## src/rtl/cdb_arbiter_pkg.sv

```systemverilog
// System-wide FU counts and CDB sizing shared by the arbiter, its picker and its interface.
// Also holds the small index-width helper they all use.
package cdb_arbiter_pkg;

    localparam int CFG_CDB_N          = 3;
    localparam int CFG_NUM_FU_ALU     = 3;
    localparam int CFG_NUM_FU_BRANCH  = 1;
    localparam int CFG_NUM_FU_MULT    = 2;
    localparam int CFG_LOAD_BUFFER_SZ = 4;

    localparam int NUM_FU_TOTAL = CFG_LOAD_BUFFER_SZ + CFG_NUM_FU_MULT +
                                  CFG_NUM_FU_ALU + CFG_NUM_FU_BRANCH;
    localparam int NUM_FU_STALL = CFG_NUM_FU_MULT + CFG_LOAD_BUFFER_SZ;

    localparam int CDB_STARVE_LIMIT = 4;

    // Index width that stays legal (>=1) for single-entry vectors.
    function automatic int idx_width(input int n);
        return (n > 1) ? $clog2(n) : 1;
    endfunction

endpackage

```

## src/rtl/cdb_arbiter_if.sv

```systemverilog
// FU request / CDB grant bundle between the functional units and the CDB arbiter.
// master = request side, slave = arbiter side.
interface cdb_arbiter_if
    import cdb_arbiter_pkg::*;
#(
    parameter int N         = CFG_CDB_N,
    parameter int NUM_TOTAL = NUM_FU_TOTAL,
    parameter int NUM_MULT  = CFG_NUM_FU_MULT,
    parameter int NUM_LOAD  = CFG_LOAD_BUFFER_SZ
);

    logic [NUM_TOTAL-1:0]        fu_req;
    logic [N-1:0][NUM_TOTAL-1:0] complete_gnt_bus;
    logic [NUM_MULT-1:0]         mult_cdb_gnt;
    logic [NUM_LOAD-1:0]         load_cdb_gnt;
    logic                        fixed_overflow;

    modport master (
        output fu_req,
        input  complete_gnt_bus,
        input  mult_cdb_gnt,
        input  load_cdb_gnt,
        input  fixed_overflow
    );

    modport slave (
        input  fu_req,
        output complete_gnt_bus,
        output mult_cdb_gnt,
        output load_cdb_gnt,
        output fixed_overflow
    );

endinterface

```

## src/rtl/cdb_arbiter_rr_picker.sv

```systemverilog
// Round-robin multi-pick: walks the request vector from i_start (wrapping) and grants
// up to i_avail requesters; o_last is the final index granted in walk order.
module rr_picker
    import cdb_arbiter_pkg::*;
#(
    parameter int WIDTH     = 6,
    parameter int MAX_PICKS = 3,
    localparam int PW = idx_width(WIDTH),
    localparam int AW = $clog2(MAX_PICKS + 1)
) (
    input  logic [WIDTH-1:0] i_req,
    input  logic [PW-1:0]    i_start,
    input  logic [AW-1:0]    i_avail,
    output logic [WIDTH-1:0] o_gnt,
    output logic [PW-1:0]    o_last
);

    always_comb begin
        int cnt;
        int idx;
        o_gnt  = '0;
        o_last = '0;
        cnt    = 0;
        idx    = 0;
        for (int j = 0; j < WIDTH; j++) begin
            idx = (int'(i_start) + j) % WIDTH;
            if (i_req[PW'(idx)] && cnt < int'(i_avail)) begin
                o_gnt[PW'(idx)] = 1'b1;
                o_last          = PW'(idx);
                cnt++;
            end
        end
    end

endmodule

```

## src/rtl/cdb_arbiter.sv

```systemverilog
// CDB arbiter: zero-latency assignment of up to N completion slots per cycle.
// Fixed FUs (branch, ALU) first, then starved stallable FUs, then round-robin.
module cdb_arbiter
    import cdb_arbiter_pkg::*;
#(
    parameter int N              = CFG_CDB_N,
    parameter int NUM_FU_ALU     = CFG_NUM_FU_ALU,
    parameter int NUM_FU_BRANCH  = CFG_NUM_FU_BRANCH,
    parameter int NUM_FU_MULT    = CFG_NUM_FU_MULT,
    parameter int LOAD_BUFFER_SZ = CFG_LOAD_BUFFER_SZ,
    parameter int STARVE_LIMIT   = CDB_STARVE_LIMIT
) (
    input logic          clock,
    input logic          reset,
    cdb_arbiter_if.slave cdb
);

    localparam int NTOT   = LOAD_BUFFER_SZ + NUM_FU_MULT + NUM_FU_ALU + NUM_FU_BRANCH;
    localparam int NSTALL = NUM_FU_MULT + LOAD_BUFFER_SZ;
    localparam int PW     = idx_width(NSTALL);
    localparam int TIW    = idx_width(NTOT);
    localparam int SIW    = idx_width(N);
    localparam int SW     = $clog2(N + 1);
    localparam int CW     = $clog2(STARVE_LIMIT + 1);

    logic [NSTALL-1:0][CW-1:0] r_starve_cnt;
    logic [PW-1:0]             r_rr_ptr;

    logic [NSTALL-1:0]         w_stall_req;
    logic [NSTALL-1:0]         w_starved;
    logic [NSTALL-1:0]         w_rr_req;
    logic [NSTALL-1:0]         w_rr_gnt;
    logic [NSTALL-1:0]         w_stall_gnt;
    logic [PW-1:0]             w_rr_last;
    logic [N-1:0][NTOT-1:0]    w_pri_bus;
    logic [N-1:0][NTOT-1:0]    w_gnt_bus;
    logic [SW-1:0]             w_pri_used;
    logic [SW-1:0]             w_rr_avail;
    logic                      w_fixed_ovf;

    assign w_stall_req = cdb.fu_req[NSTALL-1:0];

    always_comb begin
        for (int k = 0; k < NSTALL; k++) begin
            w_starved[k] = w_stall_req[k] && (r_starve_cnt[k] == CW'(STARVE_LIMIT));
        end
    end

    assign w_rr_req = w_stall_req & ~w_starved;

    // Fixed requesters from the top index down, then starved stallables in ascending order.
    always_comb begin
        int slot;
        int nfix;
        w_pri_bus = '0;
        slot      = 0;
        nfix      = 0;
        for (int i = NTOT - 1; i >= NSTALL; i--) begin
            if (cdb.fu_req[i]) begin
                nfix++;
                if (slot < N) begin
                    w_pri_bus[SIW'(slot)][i] = 1'b1;
                    slot++;
                end
            end
        end
        w_fixed_ovf = (nfix > N);
        for (int k = 0; k < NSTALL; k++) begin
            if (w_starved[k] && slot < N) begin
                w_pri_bus[SIW'(slot)][k] = 1'b1;
                slot++;
            end
        end
        w_pri_used = SW'(slot);
        w_rr_avail = SW'(N - slot);
    end

    rr_picker #(
        .WIDTH     (NSTALL),
        .MAX_PICKS (N)
    ) u_rr_picker (
        .i_req   (w_rr_req),
        .i_start (r_rr_ptr),
        .i_avail (w_rr_avail),
        .o_gnt   (w_rr_gnt),
        .o_last  (w_rr_last)
    );

    // Round-robin winners take the next free slots in the order the picker walked them.
    always_comb begin
        int slot;
        int k;
        w_gnt_bus = w_pri_bus;
        slot      = int'(w_pri_used);
        k         = 0;
        for (int j = 0; j < NSTALL; j++) begin
            k = (int'(r_rr_ptr) + j) % NSTALL;
            if (w_rr_gnt[PW'(k)] && slot < N) begin
                w_gnt_bus[SIW'(slot)][TIW'(k)] = 1'b1;
                slot++;
            end
        end
    end

    always_comb begin
        w_stall_gnt = '0;
        for (int s = 0; s < N; s++) begin
            w_stall_gnt = w_stall_gnt | w_gnt_bus[s][NSTALL-1:0];
        end
    end

    assign cdb.complete_gnt_bus = reset ? '0 : w_gnt_bus;
    assign cdb.fixed_overflow   = !reset && w_fixed_ovf;
    assign cdb.load_cdb_gnt     = reset ? '0 : w_stall_gnt[LOAD_BUFFER_SZ-1:0];
    assign cdb.mult_cdb_gnt     = reset ? '0 : w_stall_gnt[NSTALL-1:LOAD_BUFFER_SZ];

    always_ff @(posedge clock) begin
        if (reset) begin
            r_rr_ptr     <= '0;
            r_starve_cnt <= '0;
        end else begin
            if (|w_rr_gnt) begin
                r_rr_ptr <= (w_rr_last == PW'(NSTALL - 1)) ? '0 : w_rr_last + 1'b1;
            end
            for (int k = 0; k < NSTALL; k++) begin
                if (w_stall_gnt[k] || !w_stall_req[k]) begin
                    r_starve_cnt[k] <= '0;
                end else if (r_starve_cnt[k] != CW'(STARVE_LIMIT)) begin
                    r_starve_cnt[k] <= r_starve_cnt[k] + 1'b1;
                end
            end
        end
    end

endmodule
```

## src/flat_wrapper.sv

```systemverilog
// flat-port wrapper written by rule: the top's interface ports become plain ports
module cdb_arbiter_flat import cdb_arbiter_pkg::*;
#(
    parameter int N              = CFG_CDB_N,
    parameter int NUM_FU_ALU     = CFG_NUM_FU_ALU,
    parameter int NUM_FU_BRANCH  = CFG_NUM_FU_BRANCH,
    parameter int NUM_FU_MULT    = CFG_NUM_FU_MULT,
    parameter int LOAD_BUFFER_SZ = CFG_LOAD_BUFFER_SZ,
    parameter int STARVE_LIMIT   = CDB_STARVE_LIMIT
)
  (clock, reset, cdb_fu_req, cdb_complete_gnt_bus, cdb_mult_cdb_gnt, cdb_load_cdb_gnt, cdb_fixed_overflow);
  cdb_arbiter_if #(.N(N)) cdb_i ();
  input logic clock;
  input logic reset;
  input wire logic [$bits(cdb_i.fu_req)-1:0] cdb_fu_req;
  output wire logic [$bits(cdb_i.complete_gnt_bus)-1:0] cdb_complete_gnt_bus;
  output wire logic [$bits(cdb_i.mult_cdb_gnt)-1:0] cdb_mult_cdb_gnt;
  output wire logic [$bits(cdb_i.load_cdb_gnt)-1:0] cdb_load_cdb_gnt;
  output wire logic [$bits(cdb_i.fixed_overflow)-1:0] cdb_fixed_overflow;
  assign cdb_i.fu_req = cdb_fu_req;
  assign cdb_complete_gnt_bus = cdb_i.complete_gnt_bus;
  assign cdb_mult_cdb_gnt = cdb_i.mult_cdb_gnt;
  assign cdb_load_cdb_gnt = cdb_i.load_cdb_gnt;
  assign cdb_fixed_overflow = cdb_i.fixed_overflow;
  cdb_arbiter #(.N(N), .NUM_FU_ALU(NUM_FU_ALU), .NUM_FU_BRANCH(NUM_FU_BRANCH), .NUM_FU_MULT(NUM_FU_MULT), .LOAD_BUFFER_SZ(LOAD_BUFFER_SZ), .STARVE_LIMIT(STARVE_LIMIT)) u_core (.clock(clock), .reset(reset), .cdb(cdb_i));
endmodule
```

## config.mk

```make
export PLATFORM = sky130hd
export DESIGN_NAME = cdb_arbiter_flat
export DESIGN_NICKNAME = d
export VERILOG_FILES = /design/src/rtl/cdb_arbiter_pkg.sv /design/src/rtl/cdb_arbiter_if.sv /design/src/rtl/cdb_arbiter_rr_picker.sv /design/src/rtl/cdb_arbiter.sv /design/src/flat_wrapper.sv
export SDC_FILE = /design/constraint.sdc
export NUM_CORES = 1
export LEC_CHECK = 0
export ABC_CLOCK_PERIOD_IN_PS = 37300
export CORE_ASPECT_RATIO = 1.2
export CORE_MARGIN = 10
export CORE_UTILIZATION = 40
export CTS_CLUSTER_SIZE = 40
export DETAILED_ROUTE_END_ITERATION = 7
export PLACE_DENSITY = 0.7
export SYNTH_ARGS = -nofsm -noshare
export SYNTH_HDL_FRONTEND = slang
export SYNTH_HIERARCHICAL = 1
export SYNTH_SLANG_ARGS = --single-unit
```

## constraint.sdc

```tcl
create_clock -name clock -period 37.3 [get_ports clock]
set_input_delay 7.46 -clock clock [delete_from_list [all_inputs] [get_ports clock]]
set_output_delay 7.46 -clock clock [all_outputs]
set_load 0.02 [all_outputs]
```

# [Word-level counts from Yosys, hierarchy flattened]
# Index checks and enable logic that the tools add are counted.
[totals] regBits=21 inputBits=12 output_inout_bits=37 elab_cells=382
[classes] addsub=33 div_mod_pow=6 magnitude_cmp=76 n_eq_ne=13 muxes=151 n_bitwise=24 reduce_logical=72
[op_table] operator="$mux W32" n=23
[op_table] operator="$mux W30" n=19
[op_table] operator="$add A32 B2 Y32 const B" n=17
[op_table] operator="$or A30 B30 Y30" n=14
[op_table] operator="$lt A32 B3 Y1 const B" n=13
[op_table] operator="$demux W10 S2" n=15
[op_table] operator="$lt A32 B3 Y1" n=5
[op_table] operator="$mod A32 B4 Y32 const B" n=5
[op_table] operator="$mux W10" n=6
[op_table] operator="$lt A2 B4 Y1 const B" n=14
[op_table] operator="$logic_and A1 B1 Y1" n=52
[op_table] operator="$mux W6" n=7
[op_table] operator="$or A6 B6 Y6" n=7
[op_table] operator="$mux W1" n=40
[op_table] operator="$bmux W1 S3" n=12
[op_table] operator="$lt A4 B6 Y1 const B" n=6
[op_table] operator="$gt A32 B3 Y1 const B" n=1
[op_table] operator="$mod A4 B4 Y32 const B" n=1
[op_table] operator="$lt A3 B5 Y1 const B" n=6
[op_table] operator="$or A10 B30 Y30" n=1
[op_table] operator="$ge A2 B1 Y1 const B" n=14
[op_table] operator="$demux W1 S4" n=6
[op_table] operator="$ge A4 B1 Y1 const B" n=6
[op_table] operator="$mux W3" n=8
[op_table] operator="29 further kinds" n=77

# [Depth between registers and ports, before layout]
# Gate-level depths: netlist of run 1.
[depth] depth_word=74 mapped_depth=103 depth_no_buf=100

# [By module]
# Netlist of run 1, hierarchy kept.
[modules_own_cells] module="cdb_arbiter" instances=1 cells_per_inst=811 area_per_inst_um2=5893.2
[modules_own_cells] module="rr_picker" instances=1 cells_per_inst=209 area_per_inst_um2=1525.2

# [Least setup slack after synthesis of run 1]
# Ideal clock, no wire load.
[synth_timing] kind="input to output" from="in cdb_fu_req[9]" to="out cdb_load_cdb_gnt[2]" arrival_time_ps=27567 required_ps=29840 slack_ps=2273 cell_stages=94 path_buffers=3 cell_sequence="inv_1 -> ha_1 -> buf_6 -> or3_1 -> and3_4 -> nor2_1 -> ha_1 -> a21oi_1 -> inv_1 -> ha_1 -> nand4b_1 -> a41oi_1 -> a21boi_0 -> ha_1 -> inv_1 -> ha_1 -> nand4_1 -> xnor2_1 -> (+58 left out) -> ha_1 -> o21a_1 -> clkbuf_1 -> xnor3_2 -> ha_1 -> or3b_2 -> nor4_1 -> a41oi_1 -> nor2_1 -> nor2_1 -> ha_1 -> a21oi_1 -> inv_1 -> nor2_1 -> xnor2_2 -> mux2i_2 -> nand3b_1 -> a41oi_1"
[synth_via] elab_chain_len=73 elab_cells_between_ends=189 cone_classes="add/sub (19); order compare (35); mux (88); bitwise (22); reduce/logical (25)"
[synth_rtl] element="start, declared" line="flat_wrapper.sv:15" text="input wire logic [$bits(cdb_i.fu_req)-1:0] cdb_fu_req;"
[synth_rtl] element="$mux W1 (*)" line="cdb_arbiter.sv:59" text="if (cdb.fu_req[i]) begin"
[synth_rtl] element="$lt A1 B2 Y1 or $add A1 B1 Y2 (tied branches)" line="cdb_arbiter.sv:61, cdb_arbiter.sv:63"
[synth_rtl] element="$mux W32" line="cdb_arbiter.sv:61" text="if (slot < N) begin"
[synth_rtl] element="$mux W32 (*)" line="cdb_arbiter.sv:59"
[synth_rtl] element="$add A32 B2 Y32 or $lt A32 B3 Y1 (tied branches)" line="cdb_arbiter.sv:63, cdb_arbiter.sv:61"
[synth_rtl] element="$mux W32" line="cdb_arbiter.sv:61"
[synth_rtl] element="$mux W32 (*)" line="cdb_arbiter.sv:59"
[synth_rtl] element="$add A32 B2 Y32 or $lt A32 B3 Y1 (tied branches)" line="cdb_arbiter.sv:63, cdb_arbiter.sv:61"
[synth_rtl] element="(+21 left out)"
[synth_rtl] element="net u_core.w_rr_avail[1]" line="cdb_arbiter.sv:38" text="logic [SW-1:0] w_rr_avail;"
[synth_rtl] element="(+16 left out)"
[synth_rtl] element="$logic_and A1 B1 Y1" line="cdb_arbiter_rr_picker.sv:27" text="if (i_req[PW'(idx)] && cnt < int'(i_avail)) begin"
[synth_rtl] element="$mux W6 (*)" line="cdb_arbiter_rr_picker.sv:27"
[synth_rtl] element="net u_core.w_rr_gnt[0]" line="cdb_arbiter.sv:32" text="logic [NSTALL-1:0] w_rr_gnt;"
[synth_rtl] element="parallel branches: the longest is 22 deep, another holds $lt A32 B3 Y1"
[synth_rtl] element="$mux W30 (*)" line="cdb_arbiter.sv:98" text="if (w_rr_gnt[PW'(k)] && slot < N) begin"
[synth_rtl] element="$or A6 B6 Y6" line="cdb_arbiter.sv:108" text="w_stall_gnt = w_stall_gnt | w_gnt_bus[s][NSTALL-1:0];"
[synth_rtl] element="$or A6 B6 Y6 (*)" line="cdb_arbiter.sv:108"
[synth_rtl] element="$mux W4 (*)" line="cdb_arbiter.sv:114" text="assign cdb.load_cdb_gnt = reset ? '0 : w_stall_gnt[LOAD_BUFFER_SZ-1:0];"
[synth_rtl] element="end, declared" line="flat_wrapper.sv:18" text="output wire logic [$bits(cdb_i.load_cdb_gnt)-1:0] cdb_load_cdb_gnt;"
# Mark *: on every way through the listed nets, which the timed path passes. The select of a mux whose other input is x is not followed.

# [Final worst setup path of run 1]
[layout_timing] from="in cdb_fu_req[8]" to="out cdb_mult_cdb_gnt[1]"
[layout_via] elab_chain_len=70 elab_cells_between_ends=182 cone_classes="add/sub (18); order compare (34); mux (84); bitwise (21); reduce/logical (25)"
[layout_rtl] element="$mux W32 (*)" line="cdb_arbiter.sv:59"
[layout_rtl] element="$add A32 B2 Y32 or $lt A32 B3 Y1 (tied branches)" line="cdb_arbiter.sv:63, cdb_arbiter.sv:61"
[layout_rtl] element="$mux W32" line="cdb_arbiter.sv:61"
[layout_rtl] element="$mux W32 (*)" line="cdb_arbiter.sv:59"
[layout_rtl] element="$add A32 B2 Y32 or $lt A32 B3 Y1 (tied branches)" line="cdb_arbiter.sv:63, cdb_arbiter.sv:61"
[layout_rtl] element="$mux W32" line="cdb_arbiter.sv:61"
[layout_rtl] element="$mux W32 (*)" line="cdb_arbiter.sv:59"
[layout_rtl] element="$lt A32 B3 Y1" line="cdb_arbiter.sv:69" text="if (w_starved[k] && slot < N) begin"
[layout_rtl] element="(+18 left out)"
[layout_rtl] element="net u_core.w_rr_avail[0]" line="cdb_arbiter.sv:38"
[layout_rtl] element="(+16 left out)"
[layout_rtl] element="$logic_and A1 B1 Y1" line="cdb_arbiter_rr_picker.sv:27"
[layout_rtl] element="$mux W6 (*)" line="cdb_arbiter_rr_picker.sv:27"
[layout_rtl] element="net u_core.w_rr_gnt[0]" line="cdb_arbiter.sv:32"
[layout_rtl] element="parallel branches: the longest is 22 deep, another holds $lt A32 B3 Y1"
[layout_rtl] element="$mux W30 (*)" line="cdb_arbiter.sv:98"
[layout_rtl] element="$or A6 B6 Y6" line="cdb_arbiter.sv:108"
[layout_rtl] element="$or A6 B6 Y6 (*)" line="cdb_arbiter.sv:108"
[layout_rtl] element="$mux W2 (*)" line="cdb_arbiter.sv:115" text="assign cdb.mult_cdb_gnt = reset ? '0 : w_stall_gnt[NSTALL-1:LOAD_BUFFER_SZ];"
[layout_rtl] element="end, declared" line="flat_wrapper.sv:17" text="output wire logic [$bits(cdb_i.mult_cdb_gnt)-1:0] cdb_mult_cdb_gnt;"
# Marked as above.

==> impl_metrics.env, run 1 <==
export IMPL_dr_first_iter_drc_count=885
export IMPL_postCtsHoldBufs=0
export IMPL_ys_seq_area_share_pct=5.67
export IMPL_antennaDiodeCount=0
export IMPL_die_y_um=169
export IMPL_slew_limit_headroom_pct=13.7
export IMPL_layout_min_cycle_time_ns=36.05
export IMPL_crit_start="cdb_fu_req[8]"
export IMPL_clkSlewWorstSetupHoldPaths_ns=0.06
export IMPL_cts_tree="built"
export IMPL_synth_seq_cells=21
export IMPL_grt_pass1_wl_mm=40.3
export IMPL_grt_pass1_vias=7660
export IMPL_syn_inst=1020
export IMPL_grt_max_degree=59
export IMPL_tightest_slew_ns=1.28
export IMPL_maxSlewViolCount=0
export IMPL_post_place_cells=1270
export IMPL_hp_start="u_core/r_starve_cnt[7]$_SDFFE_PP0P_"
export IMPL_gr_total_overflow=0
export IMPL_insertion_delay_ns=0.27
export IMPL_fin_crit_sh_pct=96.6
export IMPL_tns_ns=0
export IMPL_cp_slowest_cell="clkdlybuf4s50_1"
export IMPL_area_growth_pct=13.7
export IMPL_syn_mean_instance_area_sq_um=7.27
export IMPL_wire_per_inst_um=20.0
export IMPL_via_per_inst=6.36
export IMPL_r2r_end="u_core/r_starve_cnt[7]$_SDFFE_PP0P_"
export IMPL_synth_edf_count=0
export IMPL_synth_ff_type="dfxtp_1"
export IMPL_cts_sinks=21
export IMPL_initial_core_util_pct=40.8
export IMPL_nNetsFinal=1179
export IMPL_status="finished, final reports clean"
export IMPL_hold_path_class="reg -> reg"
export IMPL_vias=8197
export IMPL_path_max_fanout=18
export IMPL_worstSetupPathType="in -> out"
export IMPL_async_reset_ff_share_pct=0
export IMPL_setup_viol=0
export IMPL_port_buffers=45
export IMPL_hpwl_mm=20.7
export IMPL_ant_nets=0
export IMPL_arrival_ns=28.59
export IMPL_clock_fmax_mhz=27.7
export IMPL_die_x_um=144
export IMPL_cts_htree_levels=1
export IMPL_root_buffer="clkbuf_16"
export IMPL_cts_buffers=3
export IMPL_yosysUniqueCellTypes=105
export IMPL_cp_end_kind="output port"
export IMPL_yosysWarnings=6
export IMPL_hold_end="u_core/r_starve_cnt[7]$_SDFFE_PP0P_"
export IMPL_min_path_cells=2
export IMPL_totalWireLength_mm=25.8
export IMPL_final_util_pct=46.4
export IMPL_whs_ns=0.517
export IMPL_row_count=54
export IMPL_maxCapViolCount=0
export IMPL_clock_path_buffers=2
export IMPL_critical_path_startpoint_type="input pin"
export IMPL_layout_cells_non_filler=1289
export IMPL_slowest_delay_ns=0.56
export IMPL_fin_worst_skew_ns=0.00792
export IMPL_grtUsageTotal_pct=20.2
export IMPL_antenna_found_initial=0
export IMPL_reg2reg_depth=97
export IMPL_hold_viol=0
export IMPL_drtPass1Iterations=6
export IMPL_route_detailed_drc=0
export IMPL_gp_congestion=1.00
export IMPL_core_area_sq_um=18200
export IMPL_cp_common_cell="ha_1"
export IMPL_r2r_setup_slack_ns=17.14
export IMPL_synth_area_sq_um=7420
export IMPL_r2r_start="u_core/r_starve_cnt[0]$_SDFFE_PP0P_"
export IMPL_required_ns=29.84
export IMPL_io_pins=49
export IMPL_die_area_sq_um=24400
export IMPL_layout_drive_gt1_share_pct=12.4
-- final cells by class --
cell class / count / area (sq um)
clock inverter: 1 / 5.00
multi-input combinational: 879 / 6650
clock buffer: 3 / 75.1
tap: 224 / 280
inverter: 85 / 319
sequential: 21 / 422
fill: 1812 / 9740
timing repair buffer: 76 / 683
-- what timing repair did --
| action | in CTS | in global routing |
|---|---|---|
| resized for setup | 7 | 25 |
| setup buffers | 1 | 14 |
| setup endpoints to repair | 18 | 24 |
| pin swaps | 0 | 9 |
-- how the worst max path moves through the flow --
stage,endpoint,slack (ns)
finish,cdb_mult_cdb_gnt[1],1.25
global route,cdb_mult_cdb_gnt[1],-0.23
CTS,cdb_mult_cdb_gnt[1],0.03
detailed placement,cdb_load_cdb_gnt[1],-0.23
global placement,cdb_load_cdb_gnt[1],0.36
floorplan,cdb_load_cdb_gnt[2],2.27
-- cell usage in the layout, fill, tap and decap left out, types with 6 or more instances in the layout --
cell	Yosys	routed
nand2b_1	18	18
a211oi_1	16	15
o2111ai_1	6	6
nor4b_1	6	6
a21o_1	12	12
nor2_1	113	106
mux2_2	15	15
nand3_1	42	42
clkdlybuf4s50_1	0	45
dfxtp_1	21	20
nor2b_1	11	11
conb_1	2	7
nor3b_1	8	8
a221oi_1	6	6
mux2i_1	26	24
nand4_1	7	7
o311ai_0	9	7
a21oi_2	4	7
xnor2_1	14	11
inv_1	79	78
nand3b_1	9	9
and2_1	17	17
o211ai_1	16	16
nand4b_1	7	7
o21ai_0	31	31
buf_4	6	31
o211a_1	9	9
a21oi_1	50	47
ha_1	101	100
nor4_1	16	16
nor3_1	42	41
o31a_1	7	7
or3_1	7	7
nand2_1	80	80
xnor2_2	4	6
and3_1	18	18
-- per-stage QoR --
stage | instance area, sq um | worst slack, ns
6_report | 8440 | 1.25
5_1_grt | 8440 | -0.231
4_1_cts | 8230 | 0.0335
3_5_place_dp | 8100 | -0.226
3_3_place_gp | 8100 | 0.358
2_1_floorplan | 7440 | 2.27
-- cell usage after synthesis, types with 11 or more instances --
master	count	area share, %
a211oi_1	16	1.6
a21o_1	12	1.2
a21oi_1	50	3.4
and2_1	17	1.4
and3_1	18	1.5
clkbuf_1	22	1.1
dfxtp_1	21	5.7
ha_1	101	17
inv_1	79	4.0
mux2_2	15	2.3
mux2i_1	26	3.5
nand2_1	80	4.0
nand2b_1	18	1.5
nand3_1	42	2.8
nor2_1	113	5.7
nor2b_1	11	0.93
nor3_1	42	2.8
nor4_1	16	1.3
o211ai_1	16	1.6
o21ai_0	31	2.1
xnor2_1	14	1.7
-- logic make-up (layout without fill, tap and decap cells) --
kind of cell / Yosys count / count (layout) / synth area share (%)
xor gates and xnor gates: 27 / 27 / 4.50
DFF: 21 / 21 / 5.67
buffers and inverters: 125 / 165 / 6.83
other: 2 / 7 / 0.101
AOI/OAI and AO/OA: 267 / 267 / 27.9
adders and majority gates: 101 / 101 / 17.0
muxes: 47 / 47 / 7.39
and+or+nand+nor: 430 / 430 / 30.6
-- critical path, delay by kind of cell --
kind	cells	cell delay, ns
adder cells (fa/ha/maj)	17	4.05
buffers and inverters	16	2.93
XOR/XNOR	6	1.44
AND/OR/NAND/NOR	32	6.38
AO/OA/AOI/OAI	23	4.31
multiplexers	6	2.02
-- flip-flops by register name, summed over array words and instances, names as in the netlist --
register	flops
u_core/r_rr_ptr	3
u_core/r_starve_cnt	18
-- metal layers --
layer	wire, um	part of all wire (%)	vias up	global-route usage, %
met5	0	0	-	0
met4	1490	5.8	0	11.0
met3	1400	5.4	90	1.68
met2	12400	48	352	34.4
met1	10500	41	3875	24.4
li1	-	-	3880	-
Power of run 1 is not shown: default switching activity piles up to over one toggle a cycle in this logic, so the estimate is an artifact.
==> inputs of run 2 (changes only) <==
--- a/config.mk
+++ b/config.mk
@@ -5,7 +5,6 @@
 export SDC_FILE = /design/constraint.sdc
 export NUM_CORES = 1
 export LEC_CHECK = 0
-export ABC_CLOCK_PERIOD_IN_PS = 37300
 export CORE_ASPECT_RATIO = 1.2
 export CORE_MARGIN = 10
 export CORE_UTILIZATION = 40
==> results of run 2 <==
Same layout as run 1: the final DEF is identical, and so are final timing and power.
Power of run 2 is left out for the same reason.
==> RTL edit (flow settings as in run 1) <==
Set the package constant `CFG_NUM_FU_BRANCH` to 2 (it was 1).
--- a/src/rtl/cdb_arbiter_pkg.sv
+++ b/src/rtl/cdb_arbiter_pkg.sv
@@ -5,5 +5,5 @@
     localparam int CFG_CDB_N          = 3;
     localparam int CFG_NUM_FU_ALU     = 3;
-    localparam int CFG_NUM_FU_BRANCH  = 1;
+    localparam int CFG_NUM_FU_BRANCH  = 2;
     localparam int CFG_NUM_FU_MULT    = 2;
     localparam int CFG_LOAD_BUFFER_SZ = 4;
Interface: changed (resized cdb_complete_gnt_bus and cdb_fu_req); port bits go from 49 to 53. No check against the original RTL was run, so the function may have changed too.
==> RTL edit against run 1 <==
- maximum frequency grew 0.13%
- sequential cell count is the same
- wire length shrank 3.2%
- final area grew 2.5%
- clock skew shrank 0.0044 ns
- via count shrank 0.16%
- global-route usage shrank 1.6 points
- worst hold slack lost 0.017 ns
- core utilization shrank 0.55 points
- count of clock-buffer cells in the layout is the same
- area after synthesis grew 3.5%
- worst setup slack gained 0.048 ns
- critical path type unchanged
- largest cell class unchanged
- highest routed layer unchanged
Power is left out: the tool's default activity adds up to more than one toggle a clock period on the data nets, which glitch-free logic cannot reach.
==> RTL edit: results (changes against run 1) <==
* R2R Setup Slk at 17.59 ns (+0.45 ns)
* Crit-path leading delay family: compound AO/OA/AOI/OAI gates
* Clock network area share at 0.00926 (-0.000232)
* Post-CTS sizing at 5 (-2)
* Critical Path AT at 28.54 ns (-0.05 ns)
* Critical path's largest stage delay at 0.54 ns (-0.02 ns)
* Worst Hold End: u_core/r_starve_cnt[16]
* DRT iter0 DRCs at 903 (+2.0%)
* Non-clk invs at 80 (-5.9%)
* Main synth FF type: dfxtp_1
* Plain + repair buffers at 67 (-12%)
* Seq/total area at 0.0488 (-0.00122)
* Hpwl dp at 19.9 mm (-3.6%)
* Post-synthesis sequential area ratio at 0.0547 (-0.00194)
* Multi-input logic area at 0.00691 mm^2 (+3.8%)
* Clk slew on worst S/H paths at 0.06 ns (about the same)
* Global Route Usage Sum at 0.186 (-0.0163)
* Avg Inst Size Synth at 7.48 um^2 (+2.8%)
* Reg2reg end: u_core/r_starve_cnt[17]
* Hold Startpoint: u_core/r_starve_cnt[16]
* Vias in the first global route at 7586 (-0.97%)
* Unique masters post-synth at 113 (+7.6%)
* RD Place Congestion at 0.972 (-2.7%)
* Post-synth top cells: 117 x nor2_1, 103 x ha_1, 68 x nand2_1
* Worst-Skew Late Latency at 0.26 ns
* Async S/R FF share, synth at 0 (unchanged)
* Cell Count, Final, Fillers Out at 1313 (+1.9%)
* Count of multi-input gates at 885 (+0.68%)
* Initial antenna violation count at 0 (unchanged)
* Worst Setup SP: cdb_fu_req[9]
* Setup crit end: cdb_mult_cdb_gnt[0]
* Vias per cell at 6.23 (-2.0%)
* Synth area leaders: ha_1 17%, nor2_1 5.7%, dfxtp_1 5.5%
* Number of diodes at 0 (unchanged)
* Cell area after placement at 0.00836 mm^2 (+3.1%)
* Post-layout minimum cycle time at 36.00 ns (-0.0478 ns)
* Buffering overhead at 0.0712 (-0.00979)
* R2R depth at 95 (-2.1%)
* Slew at the pin closest to its max-slew limit at 0.943 ns (-0.341 ns)
* Critical Path Fanout Max at 10 (-8)
* Fin Hold WS at 0.500 ns (-0.0174 ns)
* First-pass GRT wire length at 39.1 mm (-2.9%)
* Port Buffer Count at 47 (+4.4%)
* Largest net degree at the start of global routing at 66 (+12%)
* Average wire per standard cell at 19.0 um (-4.9%)
* Share of cells above drive strength 1 at 0.139 (+0.0151)
* Setup WS pre-CTS at -0.281 ns (-0.0549 ns)
* Pre-Repair DR Iteration Count at 7 (+1)
* Seq cells at 21 (unchanged)
* Layout Nets at 1174 (-0.42%)
* Status: complete, no violations
* Clk_skew at 0.00348 ns (-0.00444 ns)
* Fillers at 1894 (+4.5%)
[RTL edit: changes by cell type after synthesis, moves of 8 or more]
cell            run 1  this run
a31oi_1             5        13
inv_1              79        67
nand2_1            80        68
nor3_1             42        28
nand4_1             7        21
nand3_1            42        24
nor4b_2             1         9
[RTL edit: kinds of logic after synthesis]
family,count (synthesis),share of synthesized area
AO/OA/AOI/OAI,286,0.290
XOR/XNOR,28,0.0463
adder cells (fa/ha/maj),103,0.168
buffers and inverters,128,0.0712
flip-flops,21,0.0547
multiplexers,47,0.0700
other,2,0.000978
AND/OR/NAND/NOR,412,0.299
[RTL edit: metal layers]
| metal | wire [um] | track usage | vias up |
|---|---|---|---|
| met3 | 1350 | 0.0168 | 66 |
| met4 | 1090 | 0.0863 | 0 |
| met1 | 10300 | 0.221 | 3834 |
| li1 | - | - | 3908 |
| met2 | 12200 | 0.330 | 376 |
| met5 | 0 | 0 | - |
